## config.mk

```make
export PLATFORM = sky130hd
export DESIGN_NAME = control_unit
export DESIGN_NICKNAME = d
export VERILOG_FILES = /design/src/rtl/proc_pkg.sv /design/src/rtl/control_unit_edge_detect.sv /design/src/rtl/control_unit.sv
export SDC_FILE = /design/constraint.sdc
export NUM_CORES = 1
export LEC_CHECK = 0
export ABC_AREA = 0
export ABC_CLOCK_PERIOD_IN_PS = 1650
export CELL_PAD_IN_SITES_DETAIL_PLACEMENT = 2
export CELL_PAD_IN_SITES_GLOBAL_PLACEMENT = 2
export CORE_ASPECT_RATIO = 1.2
export CORE_MARGIN = 4
export CORE_UTILIZATION = 21
export DETAILED_ROUTE_END_ITERATION = 12
export GPL_TIMING_DRIVEN = 0
export PLACE_DENSITY = 0.88
export SYNTH_ARGS = -nofsm -noshare
export SYNTH_HDL_FRONTEND = slang
export SYNTH_SLANG_ARGS = --single-unit
```

## constraint.sdc

```tcl
create_clock -name CLK -period 1.65 [get_ports CLK]
set_input_delay 0.33 -clock CLK [delete_from_list [all_inputs] [get_ports CLK]]
set_output_delay 0.33 -clock CLK [all_outputs]
set_load 0.05 [all_outputs]
```

## src/rtl/proc_pkg.sv

```systemverilog
// Shared types and constants for the 10-bit processor datapath controller.
// CTRL_SINGLE_STEP_EN (optional) gates TIME advances on a STEP rising edge.
package proc_pkg;

  localparam int DATA_W   = 10;
  localparam int NUM_REGS = 4;

  typedef logic [1:0] timestep_t;

  localparam timestep_t T0 = 2'd0;
  localparam timestep_t T1 = 2'd1;
  localparam timestep_t T2 = 2'd2;
  localparam timestep_t T3 = 2'd3;

  typedef enum logic [3:0] {
    OP_LOAD = 4'h0,
    OP_COPY = 4'h1,
    OP_ADD  = 4'h2,
    OP_SUB  = 4'h3,
    OP_INV  = 4'h4,
    OP_ADDI = 4'h6,
    OP_SUBI = 4'h7
  } opcode_e;

  localparam logic [1:0] ALU_ADD  = 2'b00;
  localparam logic [1:0] ALU_SUB  = 2'b01;
  localparam logic [1:0] ALU_INV  = 2'b10;
  localparam logic [1:0] ALU_PASS = 2'b11;

  function automatic logic [NUM_REGS-1:0] regOneHot(input logic [1:0] idx);
    logic [NUM_REGS-1:0] oh;
    oh = '0;
    oh[idx] = 1'b1;
    return oh;
  endfunction

endpackage

```

## src/rtl/control_unit_edge_detect.sv

```systemverilog
// Registered rising-edge detector for debounced level inputs (EXEC, STEP).
module edge_detect (
  input  logic CLK,
  input  logic RSTb,
  input  logic D,
  output logic RISE
);

  logic dQ;

  always_ff @(posedge CLK or negedge RSTb) begin
    if (!RSTb) dQ <= 1'b0;
    else       dQ <= D;
  end

  assign RISE = D & ~dQ;

endmodule

```

## src/rtl/control_unit.sv

```systemverilog
// Timestep sequencer and Moore decoder for the 10-bit datapath.
// Optional build macro: CTRL_SINGLE_STEP_EN (adds STEP input, manual advance).
module control_unit
  import proc_pkg::*;
(
  input  logic              CLK,
  input  logic              RSTb,
  input  logic              EXEC,
  input  logic [DATA_W-1:0] INSTR,
`ifdef CTRL_SINGLE_STEP_EN
  input  logic              STEP,
`endif
  output logic [1:0]        TIME,
  output logic              DONE,
  output logic              ILLEGAL,
  output logic [3:0]        RIN,
  output logic [3:0]        ROUT,
  output logic              AIN,
  output logic              GIN,
  output logic              GOUT,
  output logic              EXTRN,
  output logic              IMM_OUT,
  output logic [1:0]        ALU_OP,
  output logic [DATA_W-1:0] IMM
);

  timestep_t         timeQ, timeD;
  logic [DATA_W-1:0] irQ, irD;
  logic              execRise;
  logic              advance;
  logic              doneS;
  logic              unusedIrLow;

  edge_detect uExecEdge (
    .CLK  (CLK),
    .RSTb (RSTb),
    .D    (EXEC),
    .RISE (execRise)
  );

`ifdef CTRL_SINGLE_STEP_EN
  logic stepRise;

  edge_detect uStepEdge (
    .CLK  (CLK),
    .RSTb (RSTb),
    .D    (STEP),
    .RISE (stepRise)
  );

  assign advance = stepRise;
`else
  assign advance = 1'b1;
`endif

  always_ff @(posedge CLK or negedge RSTb) begin
    if (!RSTb) begin
      timeQ <= T0;
      irQ   <= '0;
    end else begin
      timeQ <= timeD;
      irQ   <= irD;
    end
  end

  // Starts are accepted only from T0, so edges mid-instruction are dropped.
  always_comb begin
    timeD = timeQ;
    irD   = irQ;
    if (timeQ == T0) begin
      if (execRise) begin
        irD   = INSTR;
        timeD = T1;
      end
    end else if (advance) begin
      timeD = doneS ? T0 : timeQ + 2'd1;
    end
  end

  always_comb begin
    logic [1:0] rx;
    logic [1:0] ry;
    logic [1:0] arith;
    rx      = irQ[5:4];
    ry      = irQ[3:2];
    arith   = irQ[6] ? ALU_SUB : ALU_ADD;
    RIN     = '0;
    ROUT    = '0;
    AIN     = 1'b0;
    GIN     = 1'b0;
    GOUT    = 1'b0;
    EXTRN   = 1'b0;
    IMM_OUT = 1'b0;
    ALU_OP  = ALU_ADD;
    doneS   = 1'b0;
    ILLEGAL = 1'b0;
    if (timeQ != T0) begin
      case (opcode_e'(irQ[9:6]))
        OP_LOAD: begin
          EXTRN = 1'b1;
          RIN   = regOneHot(rx);
          doneS = 1'b1;
        end
        OP_COPY: begin
          ROUT  = regOneHot(ry);
          RIN   = regOneHot(rx);
          doneS = 1'b1;
        end
        OP_ADD, OP_SUB, OP_ADDI, OP_SUBI: begin
          case (timeQ)
            T1: begin
              ROUT = regOneHot(rx);
              AIN  = 1'b1;
            end
            T2: begin
              if (irQ[8]) IMM_OUT = 1'b1;
              else        ROUT    = regOneHot(ry);
              GIN    = 1'b1;
              ALU_OP = arith;
            end
            default: begin
              GOUT  = 1'b1;
              RIN   = regOneHot(rx);
              doneS = 1'b1;
            end
          endcase
        end
        OP_INV: begin
          if (timeQ == T1) begin
            ROUT   = regOneHot(ry);
            GIN    = 1'b1;
            ALU_OP = ALU_INV;
          end else begin
            GOUT  = 1'b1;
            RIN   = regOneHot(rx);
            doneS = 1'b1;
          end
        end
        default: begin
          doneS   = 1'b1;
          ILLEGAL = 1'b1;
        end
      endcase
    end
  end

  assign TIME        = timeQ;
  assign DONE        = doneS;
  assign IMM         = {{(DATA_W-2){1'b0}}, irQ[3:2]};
  assign unusedIrLow = ^irQ[1:0];

endmodule

```

==> impl_metrics.env, run 1 <==
export IMPL_ys_types=37
export IMPL_swShare=0.523
export IMPL_worstSetupPathType="reg -> out"
export IMPL_core_area_um2=4260
export IMPL_first_iter_violations=26
export IMPL_cts_tree="built"
export IMPL_period_needed_ns=2.17
export IMPL_avgSynthCellArea_um2=9.10
export IMPL_critPathMaxFanout=5
export IMPL_seq_area_frac_synth=0.296
export IMPL_cts_sinks=11
export IMPL_clk_pin_slew_worst_paths_ns=0.05
export IMPL_use_met3=0.00968
export IMPL_worst_ep_required_time_ns=1.32
export IMPL_synth_area_um2=928
export IMPL_seqCellArea_um2=278
export IMPL_drc=0
export IMPL_routedWlPerCell_um=17.6
export IMPL_layout_nets=175
export IMPL_crit_chain="inv_4 -> ha_4 -> nand3b_4 -> a211oi_4 -> o211ai_1 -> a21oi_4 -> buf_8"
export IMPL_grt_pass1_vias=1067
export IMPL_grt_max_degree=12
export IMPL_cts_buffers=3
export IMPL_gr_usage_all_layers=0.138
export IMPL_cts_htree_levels=1
export IMPL_drt_first_pass_iters=3
export IMPL_maxSlewViolCount=0
export IMPL_antenna_found_initial=0
export IMPL_tightest_slew_ns=0.599
export IMPL_peakVddDrop_mv=0.696
export IMPL_synth_flop_cell="dfrtp_1"
export IMPL_cp_slowest_cell="dfrtp_2"
export IMPL_ios=42
export IMPL_initial_core_util=0.218
export IMPL_yosys_warnings=0
export IMPL_cpLargestDelayFamily="compound AO/OA/AOI/OAI gates"
export IMPL_clock_latency_ns=0.24
export IMPL_ys_ff_latch=11
export IMPL_use_met2=0.264
export IMPL_fmax_ghz=0.460
export IMPL_place_congestion=0.726
export IMPL_numPortBuffers=31
export IMPL_overflow=0
export IMPL_fin_crit_sh=1.32
export IMPL_power_density_nw_per_um2=2020
export IMPL_min_path_type="in -> async"
export IMPL_final_cell_area_um2=1800
export IMPL_violations="setup timing"
export IMPL_grt_pass1_wl_um=5710
export IMPL_critPathCaptureType="primary output"
export IMPL_die_h_um=80.8
export IMPL_status="finished with violations"
export IMPL_r2r_slack_ns=0.01
export IMPL_worstSetupStartpointType="register"
export IMPL_hpwlAfterDp_um=2460
export IMPL_max_cap_violations=0
export IMPL_final_cells=214
export IMPL_max_slew_margin=0.601
export IMPL_p_int_mw=1.73
export IMPL_grt_busiest_layer="met2"
export IMPL_vias=958
export IMPL_multiInputGateArea_um2=769
export IMPL_rows=26
export IMPL_mostFrequentLayoutCells="buf_4 (21), buf_6 (17), clkdlybuf4s50_1 (10)"
export IMPL_worstPathBufferInverterCount=2
export IMPL_worstPathArrival_ns=1.84
export IMPL_final_common_cell="buf_4"
export IMPL_drive_gt1_frac=0.608
export IMPL_p_sw_mw=1.90
export IMPL_p_leak_nw=0.756
export IMPL_power_frac_comb=0.775
export IMPL_slowest_delay_ns=0.44
export IMPL_syn_to_final_growth_pct=93.4
export IMPL_placed_area_um2=1520
export IMPL_wirelength_um=3770
export IMPL_drtAntennaViolNets=0
export IMPL_chipWidth_um=68.7
export IMPL_pre_cts_ws_ns=-1.10
export IMPL_power_total_mw=3.63
export IMPL_clk_path_buf_depth=2
export IMPL_tns_ns=-6.60
export IMPL_hold_ws_ns=0.422
export IMPL_async_flop_share=1.00
export IMPL_die_area_um2=5550
export IMPL_finish_utilization=0.421
export IMPL_grt_util_met1=0.144
export IMPL_antenna_cells=0
export IMPL_fillers=472
export IMPL_syn_inst=102
export IMPL_hold_viol_final=0
export IMPL_setup_slack_ns=-0.523
export IMPL_pwr_share_seq=0.151
export IMPL_root_buffer="clkbuf_8"
export IMPL_synth_edff_count=0
export IMPL_vias_per_cell=4.48
export IMPL_power_frac_clock=0.074
export IMPL_place_inst=196
export IMPL_clock_skew_final_ns=0.000559
export IMPL_rsz0062_at_grt="yes"
export IMPL_setup_viol=17
cell families after synthesis:
family	count (synthesis)	share of synthesized area
compound gates	15	0.112
buf+inv	21	0.151
simple gates	42	0.290
fa+ha+maj	3	0.0404
mux	8	0.0970
other cells	1	0.00404
flops	11	0.296
xor+xnor	1	0.00944
per-layer routing:
layer,up-vias,share of wire
li1,441,-
met1,477,0.36
met2,31,0.58
met3,9,0.031
met4,0,0.029
met5,-,0
synthesized netlist by cell type, drive strengths merged (2+ instances only):
cell     n  area (um^2)
nand3b   4         42.5
nand2    7         33.8
nor2    11         41.3
nor2b    4         25.0
o21ai    4         20.0
dfrtp   11          275
nor3     3         15.0
mux2     8         90.1
inv      4         15.0
buf     16          121
nand3    2         15.0
a21oi    6         30.0
nor3b    2         15.0
nand2b   2         12.5
ha       3         37.5
power by group through the flow:
stage | logic (mW) | registers [mW] | clock network, mW
finish | 2.81 | 0.547 | 0.269
global route | 2.96 | 0.569 | 0.296
CTS | 2.61 | 0.540 | 0.279
detailed placement | 2.25 | 0.537 | 0
global placement | 2.16 | 0.522 | 0
floorplan | 1.68 | 0.562 | 0
area by class of cell:
cell class / instances / share of cell area
multi-input combinational: 77 / 0.429
timing repair buffer: 46 / 0.266
sequential: 11 / 0.155
buffer: 16 / 0.0760
tap: 56 / 0.0390
clock buffer: 4 / 0.0251
inverter: 4 / 0.0111
timing repair:
| item | in CTS | in global routing |
|---|---|---|
| hold buffers | 0 | 0 |
| gates resized for setup | 139 | 12 |
| setup endpoints to repair | 21 | 28 |
| pin swaps | 13 | 7 |
| buffers inserted | 9 | 6 |
flip-flops by register name (all words and copies together), names as in the netlist:
| signal | flops |
|---|---|
| TIME | 2 |
| uExecEdge.dQ | 1 |
| irQ | 8 |
final timing paths:
path | from | end | depth (start not counted)
min | RSTb | irQ[9]$_DFFE_PN0P_ | 1
max | TIME[1]$_DFFE_PN0P_ | ROUT[3] | 7
min in group CLK | EXEC | uExecEdge.dQ$_DFF_PN0_ | 1
min reg2reg | irQ[3]$_DFFE_PN0P_ | irQ[3]$_DFFE_PN0P_ | 1
max in group asynchronous | RSTb | TIME[1]$_DFFE_PN0P_ | 1
max reg2reg | TIME[0]$_DFFE_PN0P_ | irQ[4]$_DFFE_PN0P_ | 7
worst reg2reg max path: stages (launching register included):
cell,delay [ns]
dfrtp_2,0.42
inv_4,0.07
ha_4,0.17
buf_6,0.11
buf_4,0.12
nand3b_1,0.14
buf_4,0.16
mux2_2,0.33
No activity file was read; power rests on OpenSTA's default activity.
==> run 2: changes to the inputs <==
PLACE_DENSITY = 0.75   (was 0.88)
==> impl_metrics.env, run 2 (synthesis results as in run 1) <==
export IMPL_status="finished with violations"
export IMPL_vias_per_cell=4.37
export IMPL_overflow=0
export IMPL_crit_chain="inv_4 -> ha_4 -> nand3b_4 -> a211oi_4 -> o211ai_1 -> a21oi_4 -> buf_6"
export IMPL_cp_num_cells=7
export IMPL_clk_pin_slew_worst_paths_ns=0.05
export IMPL_setup_viol=19
export IMPL_violations="setup timing"
export IMPL_wirelength_um=3350
export IMPL_hold_buffers=0
export IMPL_p_leak_nw=0.849
export IMPL_tightest_slew_ns=0.542
export IMPL_vias=987
export IMPL_place_inst=196
export IMPL_max_cap_violations=0
export IMPL_cpLargestDelayFamily="compound AO/OA/AOI/OAI gates"
export IMPL_routedWlPerCell_um=14.8
export IMPL_clk_path_buf_depth=2
export IMPL_die_area_um2=5550
export IMPL_cts_sinks=11
export IMPL_first_iter_violations=18
export IMPL_grt_max_degree=12
export IMPL_hold_viol_final=0
export IMPL_min_path_type="in -> async"
export IMPL_setup_slack_ns=-0.479
export IMPL_cts_buffers=3
export IMPL_period_needed_ns=2.13
export IMPL_drive_gt1_frac=0.653
export IMPL_clock_skew_final_ns=0.00501
export IMPL_worstSetupStartpointType="register"
export IMPL_power_density_nw_per_um2=2020
export IMPL_max_slew_margin=0.639
export IMPL_ios=42
export IMPL_final_cells=226
export IMPL_r2r_end="TIME[1]$_DFFE_PN0P_"
export IMPL_hpwlAfterDp_um=2210
export IMPL_syn_to_final_growth_pct=112
export IMPL_maxSlewViolCount=0
export IMPL_root_buffer="clkbuf_8"
export IMPL_cts_htree_levels=1
export IMPL_fmax_ghz=0.470
export IMPL_grt_pass1_wl_um=5280
export IMPL_worstPathBufferInverterCount=2
export IMPL_worstPathArrival_ns=1.80
export IMPL_cp_slowest_cell="dfrtp_2"
export IMPL_timing_rr_start="TIME[1]$_DFFE_PN0P_"
export IMPL_initial_core_util=0.218
export IMPL_cts_tree="built"
export IMPL_fillers=449
export IMPL_antenna_cells=0
export IMPL_clock_latency_ns=0.24
export IMPL_peakVddDrop_mv=0.857
export IMPL_slowest_delay_ns=0.44
export IMPL_worst_ep_required_time_ns=1.32
export IMPL_top_register="irQ"
export IMPL_power_total_mw=3.99
export IMPL_drt_first_pass_iters=2
export IMPL_fin_crit_sh=1.29
export IMPL_layout_nets=187
export IMPL_die_h_um=80.8
export IMPL_drtAntennaViolNets=0
export IMPL_critPathCaptureType="primary output"
export IMPL_worstSetupPathType="reg -> out"
export IMPL_grt_pass1_vias=1097
export IMPL_numPortBuffers=31
export IMPL_core_area_um2=4260
export IMPL_critPathMaxFanout=4
export IMPL_largest_register_ff_count=8
export IMPL_antenna_found_initial=0
export IMPL_place_congestion=0.721
export IMPL_finish_utilization=0.462
export IMPL_rsz0062_at_grt="yes"
export IMPL_final_common_cell="buf_6"
export IMPL_ff2ff_path_depth=10
export IMPL_hold_ws_ns=0.433
export IMPL_chipWidth_um=68.7
export IMPL_mostFrequentLayoutCells="buf_6 (30), buf_4 (22), clkdlybuf4s50_1 (10)"
export IMPL_rows=26
export IMPL_drc=0
export IMPL_r2r_slack_ns=-0.03
export IMPL_gr_usage_all_layers=0.127
==> run 2: cell count changes in the layout (fill, tap and decap cells not counted), sizes merged <==
cell / change
clkdlybuf4s15: -1
buf: +13
==> run 2: metal layers <==
layer | vias up | GRT usage | wire (um)
li1 | 465 | - | -
met1 | 496 | 0.127 | 1160
met2 | 21 | 0.262 | 2070
met3 | 5 | 0.0138 | 85
met4 | 0 | 0.0351 | 36
met5 | - | 0 | 0
==> run 2: through the flow <==
stage / setup WS [ns] / area [um^2] / setup TNS [ns]
after detailed placement: -1.03 / 1520 / -14.31
final: -0.479 / 1970 / -6.07
after CTS: -0.538 / 1850 / -6.30
after global placement: -1.02 / 1520 / -12.97
after global routing: -0.578 / 1970 / -7.60
after floorplan: -0.490 / 1140 / -5.47
==> run 2: worst register-to-register path, cell delays in order, from the launching register on <==
cell and delay (ns):
dfrtp_2 0.44, inv_4 0.09, ha_4 0.18, buf_6 0.11, buf_6 0.09, nand3_4 0.07, buf_6 0.13, a21oi_4 0.19
buf_6 0.12, buf_6 0.09, a32o_1 0.11
==> run 2: worst max-delay path by stage <==
stage,start,end,slack (ns)
floorplan,TIME[0]$_DFFE_PN0P_,EXTRN,-0.49
global placement,TIME[1]$_DFFE_PN0P_,ROUT[2],-1.02
detailed placement,TIME[1]$_DFFE_PN0P_,ROUT[2],-1.03
CTS,TIME[0]$_DFFE_PN0P_,ROUT[3],-0.54
global route,TIME[1]$_DFFE_PN0P_,ROUT[3],-0.58
finish,TIME[1]$_DFFE_PN0P_,ROUT[3],-0.48
==> run 2: what timing repair did <==
item | CTS | global route
setup endpoints to repair | 21 | 30
resized for setup | 155 | 22
buffers inserted | 18 | 10
pin swaps | 15 | 10
==> run 2: area by class of cell <==
type	count	area (um^2)	share of cell area
multi-input combinational	77	816	0.414
timing repair buffer	58	604	0.307
sequential	11	279	0.142
buffer	16	136	0.0692
tap	56	70.1	0.0356
clock buffer	4	45.0	0.0229
inverter	4	20.0	0.0102
==> run 2: power by group <==
| group | internal, mW | switching (mW) |
|---|---|---|
| logic | 1.49 | 1.68 |
| clock network | 0.169 | 0.0960 |
| registers | 0.396 | 0.159 |
| total | 2.05 | 1.94 |
